## src/rtl/osc_bank.sv

```systemverilog
// osc_bank: bank of NUM_VOICES phase counters with double-buffered dividers.
// Ports: clk, nrst (async low); wr_en/wr_addr/wr_data program a voice
// divider; voice_en gates each voice; count/tick/square are per-voice
// registered outputs. Optional OSC_HARD_SYNC_EN adds sync_in (hard sync).
module osc_bank #(
  parameter int NUM_VOICES = 4,
  parameter int WIDTH      = 16,
  parameter int ADDR_W     = (NUM_VOICES > 1) ? $clog2(NUM_VOICES) : 1
) (
  input  logic                        clk,
  input  logic                        nrst,
  input  logic                        wr_en,
  input  logic [ADDR_W-1:0]           wr_addr,
  input  logic [WIDTH-1:0]            wr_data,
  input  logic [NUM_VOICES-1:0]       voice_en,
`ifdef OSC_HARD_SYNC_EN
  input  logic [NUM_VOICES-1:0]       sync_in,
`endif
  output logic [NUM_VOICES*WIDTH-1:0] count,
  output logic [NUM_VOICES-1:0]       tick,
  output logic [NUM_VOICES-1:0]       square
);

  logic [WIDTH-1:0]      cnt_q [NUM_VOICES];
  logic [WIDTH-1:0]      cnt_d [NUM_VOICES];
  logic [WIDTH-1:0]      act_q [NUM_VOICES];
  logic [WIDTH-1:0]      act_d [NUM_VOICES];
  logic [WIDTH-1:0]      pd_q  [NUM_VOICES];
  logic [WIDTH-1:0]      pd_d  [NUM_VOICES];
  logic [NUM_VOICES-1:0] pv_q, pv_d;
  logic [NUM_VOICES-1:0] tk_q, tk_d;
  logic [NUM_VOICES-1:0] sq_q, sq_d;
  logic [NUM_VOICES-1:0] hit_w;
  logic [NUM_VOICES-1:0] sync_w;

`ifdef OSC_HARD_SYNC_EN
  assign sync_w = sync_in;
`else
  assign sync_w = '0;
`endif

  // Out-of-range addresses never match any voice.
  always_comb begin
    hit_w = '0;
    for (int v = 0; v < NUM_VOICES; v++) begin
      hit_w[v] = wr_en && (wr_addr == ADDR_W'(v));
    end
  end

  always_comb begin
    cnt_d = cnt_q;
    act_d = act_q;
    pd_d  = pd_q;
    pv_d  = pv_q;
    sq_d  = sq_q;
    tk_d  = '0;
    for (int v = 0; v < NUM_VOICES; v++) begin
      if (act_q[v] == '0) begin
        // Silent: parked at 1, square low.
        cnt_d[v] = WIDTH'(1);
        sq_d[v]  = 1'b0;
        pv_d[v]  = 1'b0;
        if (hit_w[v]) begin
          act_d[v] = wr_data;
        end
      end else if (!voice_en[v]) begin
        // Disabled: phase frozen, writes apply at once.
        if (hit_w[v]) begin
          act_d[v] = wr_data;
          cnt_d[v] = WIDTH'(1);
          pv_d[v]  = 1'b0;
        end
      end else if (sync_w[v] || (cnt_q[v] >= act_q[v])) begin
        // Wrap (or hard sync): pick up the buffered divider.
        cnt_d[v] = WIDTH'(1);
        tk_d[v]  = 1'b1;
        sq_d[v]  = sync_w[v] ? 1'b0 : ~sq_q[v];
        pv_d[v]  = 1'b0;
        if (hit_w[v]) begin
          act_d[v] = wr_data;
        end else if (pv_q[v]) begin
          act_d[v] = pd_q[v];
        end
      end else begin
        cnt_d[v] = cnt_q[v] + WIDTH'(1);
        if (hit_w[v]) begin
          pd_d[v] = wr_data;
          pv_d[v] = 1'b1;
        end
      end
    end
  end

  always_ff @(posedge clk or negedge nrst) begin
    if (!nrst) begin
      for (int v = 0; v < NUM_VOICES; v++) begin
        cnt_q[v] <= WIDTH'(1);
        act_q[v] <= '0;
        pd_q[v]  <= '0;
      end
      pv_q <= '0;
      tk_q <= '0;
      sq_q <= '0;
    end else begin
      for (int v = 0; v < NUM_VOICES; v++) begin
        cnt_q[v] <= cnt_d[v];
        act_q[v] <= act_d[v];
        pd_q[v]  <= pd_d[v];
      end
      pv_q <= pv_d;
      tk_q <= tk_d;
      sq_q <= sq_d;
    end
  end

  for (genvar g = 0; g < NUM_VOICES; g++) begin : g_out
    assign count[g*WIDTH +: WIDTH] = cnt_q[g];
  end

  assign tick   = tk_q;
  assign square = sq_q;

endmodule

```

## config.mk

```make
export PLATFORM = sky130hd
export DESIGN_NAME = osc_bank
export DESIGN_NICKNAME = d
export VERILOG_FILES = /design/src/rtl/osc_bank.sv
export SDC_FILE = /design/constraint.sdc
export NUM_CORES = 1
export LEC_CHECK = 0
export ABC_CLOCK_PERIOD_IN_PS = 6200
export BUFFER_PORTS_ARGS = -buffer_cell sky130_fd_sc_hd__buf_2
export CORE_UTILIZATION = 65
export CTS_CLUSTER_DIAMETER = 40
export DETAILED_ROUTE_END_ITERATION = 10
export PLACE_DENSITY = 0.92
export SLEW_MARGIN = 20
export SYNTH_ARGS = -nofsm -noshare
export SYNTH_HDL_FRONTEND = slang
export SYNTH_SLANG_ARGS = --single-unit
```

## constraint.sdc

```tcl
create_clock -name clk -period 6.2 [get_ports clk]
set_input_delay 0.93 -clock clk [delete_from_list [all_inputs] [get_ports clk]]
set_output_delay 0.93 -clock clk [all_outputs]
set_load 0.1 [all_outputs]
```

---- Word-level counts from Yosys, hierarchy flattened ----
Cells that the tools add are included.
operators by class
  multiplexer cells ....................... 84
  bitwise operators ....................... 12
  order comparisons ....................... 4
  reduce and logical (&&, ||, !) cells .... 41
  equal/unequal tests ..................... 11
  add/sub/neg operators ................... 4
operator list
  cell                     number
  $mux W16                 40
  $add A16 B1 Y16 const B  4
  $ge A16 B16 Y1           4
  $logic_not A16 Y1        4
  $mux W1                  44
  $reduce_and A2 Y1        12
  $reduce_bool A3 Y1       8
  $ne A4 B1 Y1 const B     4
  $reduce_and A4 Y1        4
  $reduce_bool A2 Y1       8
  $ne A3 B1 Y1 const B     4
  $not A1 Y1               12
  $eq A2 B2 Y1 const B     2
  $logic_and A1 B1 Y1      4
  $eq A2 B1 Y1 const B     1
  $logic_not A2 Y1         1
word-level totals
  logic and storage cells ................. 177
  bits of input ports ..................... 25
  bits in registers ....................... 204
  output and inout port bits .............. 72

---- Logic depth before layout (Yosys ltp) ----
Gate-level depths: netlist of the first run.
  word-level depth ........................ 6
  gate-level depth with buffers ........... 11
  depth with buffers taken out ............ 8

---- Least setup slack after synthesis of the first run ----
No wires, ideal clock.
  path type ............................... register to register
  start ................................... register cnt_q, in the netlist count[29]
  end ..................................... register pd_q[38] (netlist name)
  library setup time ...................... 0.125 ns
  period minus slack after synthesis ...... 3.089 ns
  arrival ................................. 2.964 ns
  path slack .............................. 3.111 ns
  data required time ...................... 6.075 ns
  cell stages (with the launch flop) ...... 9
  buffers on the path ..................... 1
  cell sequence ........................... dfrtp_1 -> ha_1 -> a211oi_2 -> nor2_1 -> nor4_4 -> nand3_4 -> nor3_4 -> buf_12 -> mux2_4
between the ends
  cells in the longest elaborated chain, start to end .. 3
ends and longest elaborated chain
  item                             RTL line  text
  start, declared                  24        logic [WIDTH-1:0] cnt_q [NUM_VOICES];
  start signal, assigned by index  106       cnt_q[v] <= cnt_d[v];
  $ge A16 B16 Y1                   73        end else if (sync_w[v] || (cnt_q[v] >= act_q[v])) begin
  $not A1 Y1 (no line)             -
  $reduce_and A4 Y1 (no line)      -
  end signal, assigned by index    108       pd_q[v] <= pd_d[v];
  end, declared                    28        logic [WIDTH-1:0] pd_q [NUM_VOICES];
Every way passes these cells.
A chain may end at the register's enable or synchronous reset.

---- Final worst setup path of the first run ----
  start ................................... register cnt_q, in the netlist count[32]
  end ..................................... register pd_q[18] (netlist name)
Same word-level chain as after synthesis.

==> results.toml, run 1 <==
[critical_path]
crit_path_top_delay_cell = "and3_1"
critPathBufInv = 1
cp_cell_sequence = "inv_1, ha_1, nand2b_1, a2111o_1, nand4_1, and3_1, and3_1, mux2_2"
cp.required_ns = 6.62
arrival_ns = 3.68
crit_path_start_kind = "flip-flop"
crit_start = "count[32]"
r2r_start = "count[32]"
slowest_delay_ns = 0.75
crit_fanout = 16
cpLargestDelayFamily = "simple AND/OR/NAND/NOR gates"
end_kind = "flip-flop"
setup.worst_path.class = "reg -> reg"
path_common_cell = "and3_1"

[logic_synthesis]
synth_top_area_frac = 0.448
synth_seq_area_share = 0.458
synth_area_sq_um = 11200
synthArstFlopShare = 1.00
synth-seq-cells = 204
synth.largest_area_cell = "dfrtp_1"
ys.flop_type = "dfrtp_1"
ys.warnings.count = 0
synth_edf_count = 0
ys_top_cells_by_area = "dfrtp_1, ha_1, mux2_2"
synth_cells = 1090
synth_fp_nets = 1183
yosys.cell_types.count = 70
synth_area_per_cell_sq_um = 10.2

[timing]
min_period_ns = 3.26
setup_viol = 0
rsz0062_at_grt = "false"
finalSetupTns_ns = 0
fin_crit_sh = 0.525
worstMarginPinSlew_ns = 1.14
fin_skew_ns = 0.0137
layout_setup_ws_ns = 2.94
fmax_mhz = 307
slew_headroom = 0.239
slew_violations = 0
hold_viol = 0

[pwr]
ir_drop_v = 0.000343
p_leak_nw = 6.09
power.density_nw_per_um2 = 385

[floorplan]
die-area_sq_um = 17700
die_y_microns = 133
io_pins = 97
die_width_microns = 133
rows = 47
initial_core_util = 0.668
core_sq_um = 16700

[placement]
dp_hpwl_microns = 17700
pre_cts_slack_ns = 2.90
dpl_cell_area_sq_um = 11700
place_congestion = 0.826
portBuffers = 96

[drt]
routed_wire_length_per_instance_microns = 20.0
drtPass1Iterations = 5
wl_microns = 28400
num_vias = 9163
drcViolationCount = 0
drt_iter0_drc = 844
antenna_left = 0
via_per_inst = 6.46

[cells_and_area]
finalNetCount = 1269
design_area_sq_um = 12600
final_core_util = 0.756
drive_gt1_frac = 0.199
area_growth_pct = 13.2
fillers = 1026

[global_route]
grt_usage = 0.327
grt-ovfl-total = 0
grt_pass1_wl_microns = 46200
antenna_found_initial = 2
grt_pass1_vias = 9308
grt_max_degree = 111

[cts]
clk_path_buf_depth = 3
cts_tree = "done"
post_cts_resized = 0
path_clk_slew_ns = 0.06
cts_buffers = 26
cts-root-buf = "clkbuf_16"
cts_max_level = 1
postCtsSetupBuffers = 0
cts_num_sinks = 204
worst_skew_pair.late_latency_ns = 0.54
hold_buffers = 0

[hold_path]
min_path_type = "in -> async"

[outcome]
status = "finished clean"

[run]
maxCapViolations = 0
==> report_power, final <==
group	switching (W)	leakage [nW]	total, W	internal [W]
logic	0.000920	3.13	0.00140	0.000480
clock network	0.000634	0.429	0.00156	0.000927
registers	0.000280	2.53	0.00190	0.00162
total	0.00183	6.09	0.00486	0.00303
==> registers in the layout (all words and copies together) (netlist names) <==
signal	cells
act_q	64
count	64
pd_q	64
pv_q	4
square	4
tick	4
==> final cells by class <==
class	instances	area, sq um	area share
clock buffer	29	672	0.0532
tap	220	275	0.0218
inverter	74	278	0.0220
sequential	204	5110	0.404
antenna	2	5.00	0.000396
clock inverter	19	234	0.0185
multi-input combinational	771	5550	0.439
timing repair buffer	99	512	0.0405
==> worst paths after layout <==
check,end,slack [ns],depth (start not counted)
max,pd_q[18],2.94,8
min,count[42],0.49,1
max reg2reg,pd_q[18],2.94,8
min reg2reg,pd_q[24],0.50,1
max in group asynchronous,count[59],4.39,2
min in group clk,pd_q[24],0.50,1
==> logic make-up (layout without fill, tap and decap cells) <==
logic type,after synthesis,in the layout,share of synthesized area
multiplexers,66,66,0.0711
flip-flops,204,204,0.458
adder cells (fa/ha/maj),68,68,0.0762
AND/OR/NAND/NOR,394,394,0.181
other,0,2,0
AO/OA/AOI/OAI,190,190,0.126
buffers and inverters,115,221,0.0465
XOR/XNOR,53,53,0.0416
==> metrics by stage <==
stage / instances / power, W / hold WS [ns]
3_3_place_gp: 1368 / 0.00318 / 0.482
6_report: 1418 / 0.00486 / 0.491
4_1_cts: 1416 / 0.00485 / 0.504
5_1_grt: 1417 / 0.00506 / 0.515
3_5_place_dp: 1368 / 0.00325 / 0.490
2_1_floorplan: 1090 / 0.00292 / 0.472
==> synthesized netlist by cell type (5+ instances only) <==
master,n
dfrtp_1,200
nor2_1,150
inv_1,74
ha_1,68
o22a_1,63
mux2_2,50
nand2_1,50
nor3_1,46
o21ai_0,34
a21oi_1,32
xnor2_1,27
xor2_1,26
nand4_1,24
nor4_1,22
nand3_1,20
clkbuf_1,16
a2bb2oi_1,15
and3_1,15
or3_1,15
mux2_4,14
and4_1,13
buf_2,12
nand2b_1,8
a31oi_1,5
and2_1,5
==> metal layers <==
metal | GRT usage | share of wire | vias to the layer above
met5 | 0 | 0 | -
met4 | 0.117 | 0.026 | 0
met3 | 0.0502 | 0.072 | 82
met2 | 0.553 | 0.50 | 451
met1 | 0.427 | 0.40 | 4545
li1 | - | - | 4085
==> cells in the final DEF, fill, tap and decap left out, drive strengths merged, types with 3 or more instances in the layout <==
cell type,n
dfrtp,200
buf,98
xor2,26
clkbuf,30
a21o,3
o2bb2ai,3
ha,68
xnor2,27
nand3b,3
a211o,4
nor3b,4
o22a,63
o211ai,3
nand4,24
bufinv,3
and3,15
nand3,22
clkinv,9
a21oi,36
o21ai,36
and4,13
and2,6
inv,77
nor3,48
clkinvlp,4
a211oi,7
a2bb2oi,15
nor2b,4
nor2,151
or3,15
a31oi,5
nand2b,8
mux2,64
nor4,24
dfstp,4
nand2,51
==> worst reg2reg max path, cell delays in order, from the launching register on <==
cell	delay, ns
dfstp_2	0.59
inv_1	0.06
ha_1	0.28
nand2b_1	0.15
a2111o_1	0.42
nand4_1	0.12
and3_1	0.36
and3_1	0.75
mux2_2	0.42
(Power assumes the default switching activity.)
==> run 2, diff against run 1 <==
ABC_AREA = 1   (was default)
ABC_CLOCK_PERIOD_IN_PS = 2600   (was 6200)
CORE_UTILIZATION = 56   (was 65)
PLACE_DENSITY = 0.84   (was 0.92)
clock period = 2.6 ns   (was 6.2 ns; I/O delays follow)
==> run 2 against run 1 <==
Compared with the run above:
- synthesized cell count increased by 97%
- fmax increased by 38%
- synthesized area increased by 27%
- core utilization decreased by 9.2 points
- final cell count increased by 82%
==> results.toml, run 2 <==
[outcome]
status = "finished clean"

[logic_synthesis]
synth_top_area_frac = 0.353
synth_area_sq_um = 14200
synth-xor-area-share = 0.0210
synth_fp_nets = 2242
synthArstFlopShare = 1.00
synth_compound_area_frac = 0.0692
synthAdderAreaFrac = 0.0601
ys.flop_type = "dfrtp_1"
synth_cells = 2149
synth_edf_count = 0
synth-seq-cells = 204
synth.largest_area_cell = "dfrtp_1"
synth.area.mux_share = 0
synth_seq_area_share = 0.361
yosysMostFrequentCell = "nand2_1"
synth_top_family_by_area = "simple AND/OR/NAND/NOR gates"
synth_area_per_cell_sq_um = 6.59
yosys.area_share.simple = 0.404
ys.warnings.count = 0
ys_top_cells_by_area = "dfrtp_1, nand2_1, ha_1"
yosys.cell_types.count = 42
ys_top_cells_by_count = "nand2_1, dfrtp_1, inv_1"

[cells_and_area]
fin_cells = 2586
antenna_cells = 0
drive_gt1_frac = 0.113
final_common_cell = "nand2_1"
final_cell_mix = "nand2_1, dfrtp_1, inv_1"
area_growth_pct = 15.2
finalNetCount = 2325

[drt]
num_vias = 14600
via_per_inst = 5.66
drtPass1Iterations = 8
drcViolationCount = 0
drt_iter0_drc = 1457
routed_wire_length_per_instance_microns = 15.3
wl_microns = 39500
antenna_left = 0

[placement]
portBuffers = 96
place_congestion = 0.871
post-place-cells = 2514
dp_hpwl_microns = 26700

[timing]
fin_hold_ws_ns = 0.179
rsz0062_at_grt = "false"
hold_viol = 0
min_period_ns = 2.37
fin_crit_sh = 0.910
fin_skew_ns = 0.0152
setup_viol = 0
worstMarginPinSlew_ns = 0.904
fmax_mhz = 423
slew_violations = 0
finalSetupTns_ns = 0
slew_headroom = 0.392

[floorplan]
die_width_microns = 161
initial_core_util = 0.577
io_pins = 97
die-area_sq_um = 25900
rows = 57
die_y_microns = 161
core_sq_um = 24500

[global_route]
grt_pass1_wl_microns = 64900
antenna_found_initial = 0
grt-ovfl-total = 0
grt_pass1_vias = 14000
grt_max_degree = 84
grt_usage = 0.304

[cts]
worst_skew_pair.late_latency_ns = 0.52
cts_buffers = 39
cts_num_sinks = 204
clk_path_buf_depth = 3
cts_max_level = 2
cts-root-buf = "clkbuf_16"
cts_tree = "done"
path_clk_slew_ns = 0.05

[pwr]
internal-power_w = 0.00974
combPwrFrac = 0.379
seqPwrFrac = 0.295
swShare = 0.416
power_switching_w = 0.00695
power.density_nw_per_um2 = 1020
power_frac_clock = 0.325
ir_drop_v = 0.000741
p_leak_nw = 9.05

[critical_path]
cp.required_ns = 2.98
crit_path_top_delay_cell = "dfrtp_1"
setup.worst_path.class = "reg -> reg"
cpLargestDelayFamily = "simple AND/OR/NAND/NOR gates"
end_kind = "flip-flop"
crit_fanout = 14
arrival_ns = 2.75
slowest_delay_ns = 0.42
crit_path_start_kind = "flip-flop"
cp_cell_sequence = "ha_1, nand2_1, nor3_1, nand2_1, nand3_2, nand2_1, inv_1, nor2_1"
path_common_cell = "nand2_1"
critPathBufInv = 1

[run]
maxCapViolations = 0

[hold_path]
min_path_type = "in -> reg"
run 2: metal layers:
layer | vias to the layer above | share of wire | global-route usage
met5 | - | 0 | 0
met3 | 124 | 0.087 | 0.0727
met1 | 6888 | 0.41 | 0.382
li1 | 6956 | - | -
met4 | 0 | 0.032 | 0.132
met2 | 666 | 0.48 | 0.499
run 2: area by class of cell:
class | instances | area [sq um]
Fill cell | 1984 | 8220
Multi-Input combinational cell | 1667 | 7860
Sequential cell | 204 | 5110
Clock buffer | 51 | 1130
Timing Repair Buffer | 131 | 805
Inverter | 189 | 712
Tap cell | 324 | 405
Clock inverter | 20 | 280
run 2: kinds of logic after synthesis:
logic type / Yosys count
AND/OR/NAND/NOR: 1380
buffers and inverters: 278
flip-flops: 204
AO/OA/AOI/OAI: 185
adder cells (fa/ha/maj): 68
XOR/XNOR: 34
run 2: path summary, 6_finish.rpt:
kind / to / slack (ns) / startpoint / cells after the start
worst max-delay path: count[53] / 0.23 / count[63] / 8
worst min-delay path: pd_q[38] / 0.18 / wr_data[6] / 3
worst max register to register: count[53] / 0.23 / count[63] / 8
worst min register to register: act_q[30] / 0.47 / act_q[30] / 2
max in group asynchronous: count[32] / 1.31 / nrst / 3
min in group asynchronous: pd_q[36] / 0.51 / nrst / 2
run 2: metrics by stage:
step	total power [W]	setup WS, ns	cell area [sq um]	utilization
finish	0.0167	0.235	16300	0.665
global route	0.0178	0.0000102	16300	0.665
CTS	0.0166	0.155	16300	0.664
detailed placement	0.0111	0.209	14900	0.606
global placement	0.0108	0.391	14900	0.606
floorplan	0.00974	0.161	14200	-
run 2: worst min-delay path: cells and delay by family:
| family | cells | cell delay [ns] |
|---|---|---|
| and+or+nand+nor | 2 | 0.12 |
| buffers and inverters | 1 | 0.15 |
run 2: power groups by stage:
stage	registers (W)	clock network, W	logic (W)
2_1_floorplan	0.00568	0	0.00406
3_3_place_gp	0.00490	0	0.00594
3_5_place_dp	0.00493	0	0.00619
4_1_cts	0.00490	0.00546	0.00629
5_1_grt	0.00503	0.00561	0.00711
6_report	0.00493	0.00543	0.00633
run 2: timing repair:
| action | 4_1_cts | 5_1_grt |
|---|---|---|
| buffers inserted | 0 | 0 |
| resized for setup | 0 | 1 |
| endpoints found under the hold margin | 65 | 0 |
| setup endpoints to repair | 0 | 5 |
| hold buffers | 1 | 0 |
==> run 3, diff against run 2 <==
ABC_AREA = 0   (was 1)
CORE_UTILIZATION = 55   (was 56)
PLACE_DENSITY = 0.83   (was 0.84)
==> run 3 against run 2 <==
Compared with the run above:
- first-iteration DRC count is 59% lower
- total power is 27% lower
- global-route usage is 3.4 points lower
- register-to-register slack worse by 0.15 ns
- clock skew shrank 0.0023 ns
- clock-buffer cell count fell by 14
==> results.toml, run 3 (synthesis results as in run 1) <==
[timing]
fmax_mhz = 397
min_period_ns = 2.52
fin_skew_ns = 0.0129
fin_hold_ws_ns = 0.192
fin_crit_sh = 0.969
slew_violations = 0
setup_viol = 0
hold_viol = 0
finalSetupTns_ns = 0
worstMarginPinSlew_ns = 1.08
slew_headroom = 0.268
rsz0062_at_grt = "true"

[critical_path]
arrival_ns = 2.94
slowest_delay_ns = 0.50
crit_path_top_delay_cell = "dfrtp_4"
r2r_cells = 8
crit_fanout = 7
cp_cell_sequence = "ha_1, o21ai_1, nor2_1, a211o_1, a211o_4, nor2_8, buf_4, mux2_4"
end_kind = "flip-flop"
rrSetupSlack_ns = 0.08
r2r_start = "count[62]"
setup.worst_path.class = "reg -> reg"
reg2reg_to = "pd_q[9]"
cp.required_ns = 3.02
crit_path_start_kind = "flip-flop"

[placement]
post-place-cells = 1446
place_congestion = 0.860
dp_hpwl_microns = 18800
portBuffers = 96

[hold_path]
min_path_type = "in -> reg"
holdPathEnd = "count[34]"
worstHoldStart = "voice_en[2]"
min_path_cells = 3

[drt]
drcViolationCount = 0
wl_microns = 27900
num_vias = 9010
antenna_left = 0
via_per_inst = 5.97
routed_wire_length_per_instance_microns = 18.5
drt_iter0_drc = 591
drtPass1Iterations = 6

[floorplan]
io_pins = 97
die-area_sq_um = 20900
initial_core_util = 0.568
die_y_microns = 144
rows = 51
core_sq_um = 19700
die_width_microns = 144

[global_route]
antenna_found_initial = 0
grt_usage = 0.269
grt_pass1_vias = 8986
grt-ovfl-total = 0
grt_max_degree = 85
grt_pass1_wl_microns = 44400

[cells_and_area]
finalNetCount = 1314
final_common_cell = "dfrtp_1"
area_growth_pct = 21.3
fin_cells = 1510
drive_gt1_frac = 0.279
multi_input_area_sq_um = 5700
seqCellArea_sq_um = 5210
fillers = 1469
final_cell_mix = "dfrtp_1, nor2_1, buf_2"
final_core_util = 0.689

[cts]
cts_max_level = 1
cts_buffers = 30
path_clk_slew_ns = 0.06
worst_skew_pair.late_latency_ns = 0.55
clk_path_buf_depth = 3
cts_tree = "done"
cts_num_sinks = 204
cts-root-buf = "clkbuf_16"

[run]
maxCapViolations = 0

[pwr]
ir_drop_v = 0.000747
p_total_w = 0.0123
p_leak_nw = 6.39
power.density_nw_per_um2 = 906

[outcome]
status = "finished clean"
==> run 3: changes by cell type in the layout (fill, tap and decap cells not counted), sizes merged, moves of 15 or more <==
cell	previous run	this run
mux2	0	64
or3	0	15
nand2	1040	51
a2bb2oi	0	15
nand4	44	24
nand3	144	22
nor3	14	48
xnor2	1	27
nor2	124	151
o22a	0	63
inv	189	75
nor4	4	24
o21ai	144	36
and3	0	16
==> run 3: layout make-up <==
class,instances,area share
Sequential cell,204,0.385
Timing Repair Buffer,139,0.0684
Inverter,74,0.0205
Multi-Input combinational cell,772,0.421
Clock inverter,18,0.0180
Tap cell,265,0.0245
Clock buffer,37,0.0619
Antenna cell,1,0.000185
==> run 3: layer usage <==
layer / vias up / share of wire / track usage
met5: - / 0 / 0
met2: 262 / 0.49 / 0.458
met1: 4491 / 0.43 / 0.343
li1: 4186 / - / -
met4: 0 / 0.025 / 0.104
met3: 71 / 0.054 / 0.0447
==> run 3: report_power, final <==
group	internal, W	switching, W
Combinational	0.00124	0.00220
Sequential	0.00388	0.000623
Clock	0.00279	0.00154
==> run 3: per-stage QoR <==
step / cell area [sq um] / setup WS, ns
2_1_floorplan: 11400 / -0.181
3_3_place_gp: 12300 / 0.0702
3_5_place_dp: 12300 / 0.0177
4_1_cts: 13400 / -0.00193
5_1_grt: 13500 / -0.0357
6_report: 13500 / 0.0803
==> run 3: worst max path at each step <==
stage / startpoint / endpoint / slack, ns / cells after the start
floorplan: count[32] / pd_q[22] / -0.18 / 11
global placement: count[57] / pd_q[11] / 0.07 / 8
detailed placement: count[57] / pd_q[7] / 0.02 / 8
CTS: count[14] / count[13] / -0.002 / 7
global route: count[45] / act_q[26] / -0.04 / 9
finish: count[62] / pd_q[9] / 0.08 / 8
==> run 3: worst max-delay path, delay by kind of cell, from the launching register on <==
kind                     cells  cell delay (ns)
flip-flops                   1             0.50
buffers and inverters        1             0.17
AND/OR/NAND/NOR              2             0.27
AO/OA/AOI/OAI                3             0.84
multiplexers                 1             0.30
adder cells (fa/ha/maj)      1             0.32
==> run 3: what timing repair did <==
action,in CTS,in global routing
pin swaps,1,4
hold buffers,1,0
buffers inserted,0,6
setup endpoints to repair,3,86
gates resized for setup,1,10
gates cloned,0,1
endpoints found under the hold margin,57,0
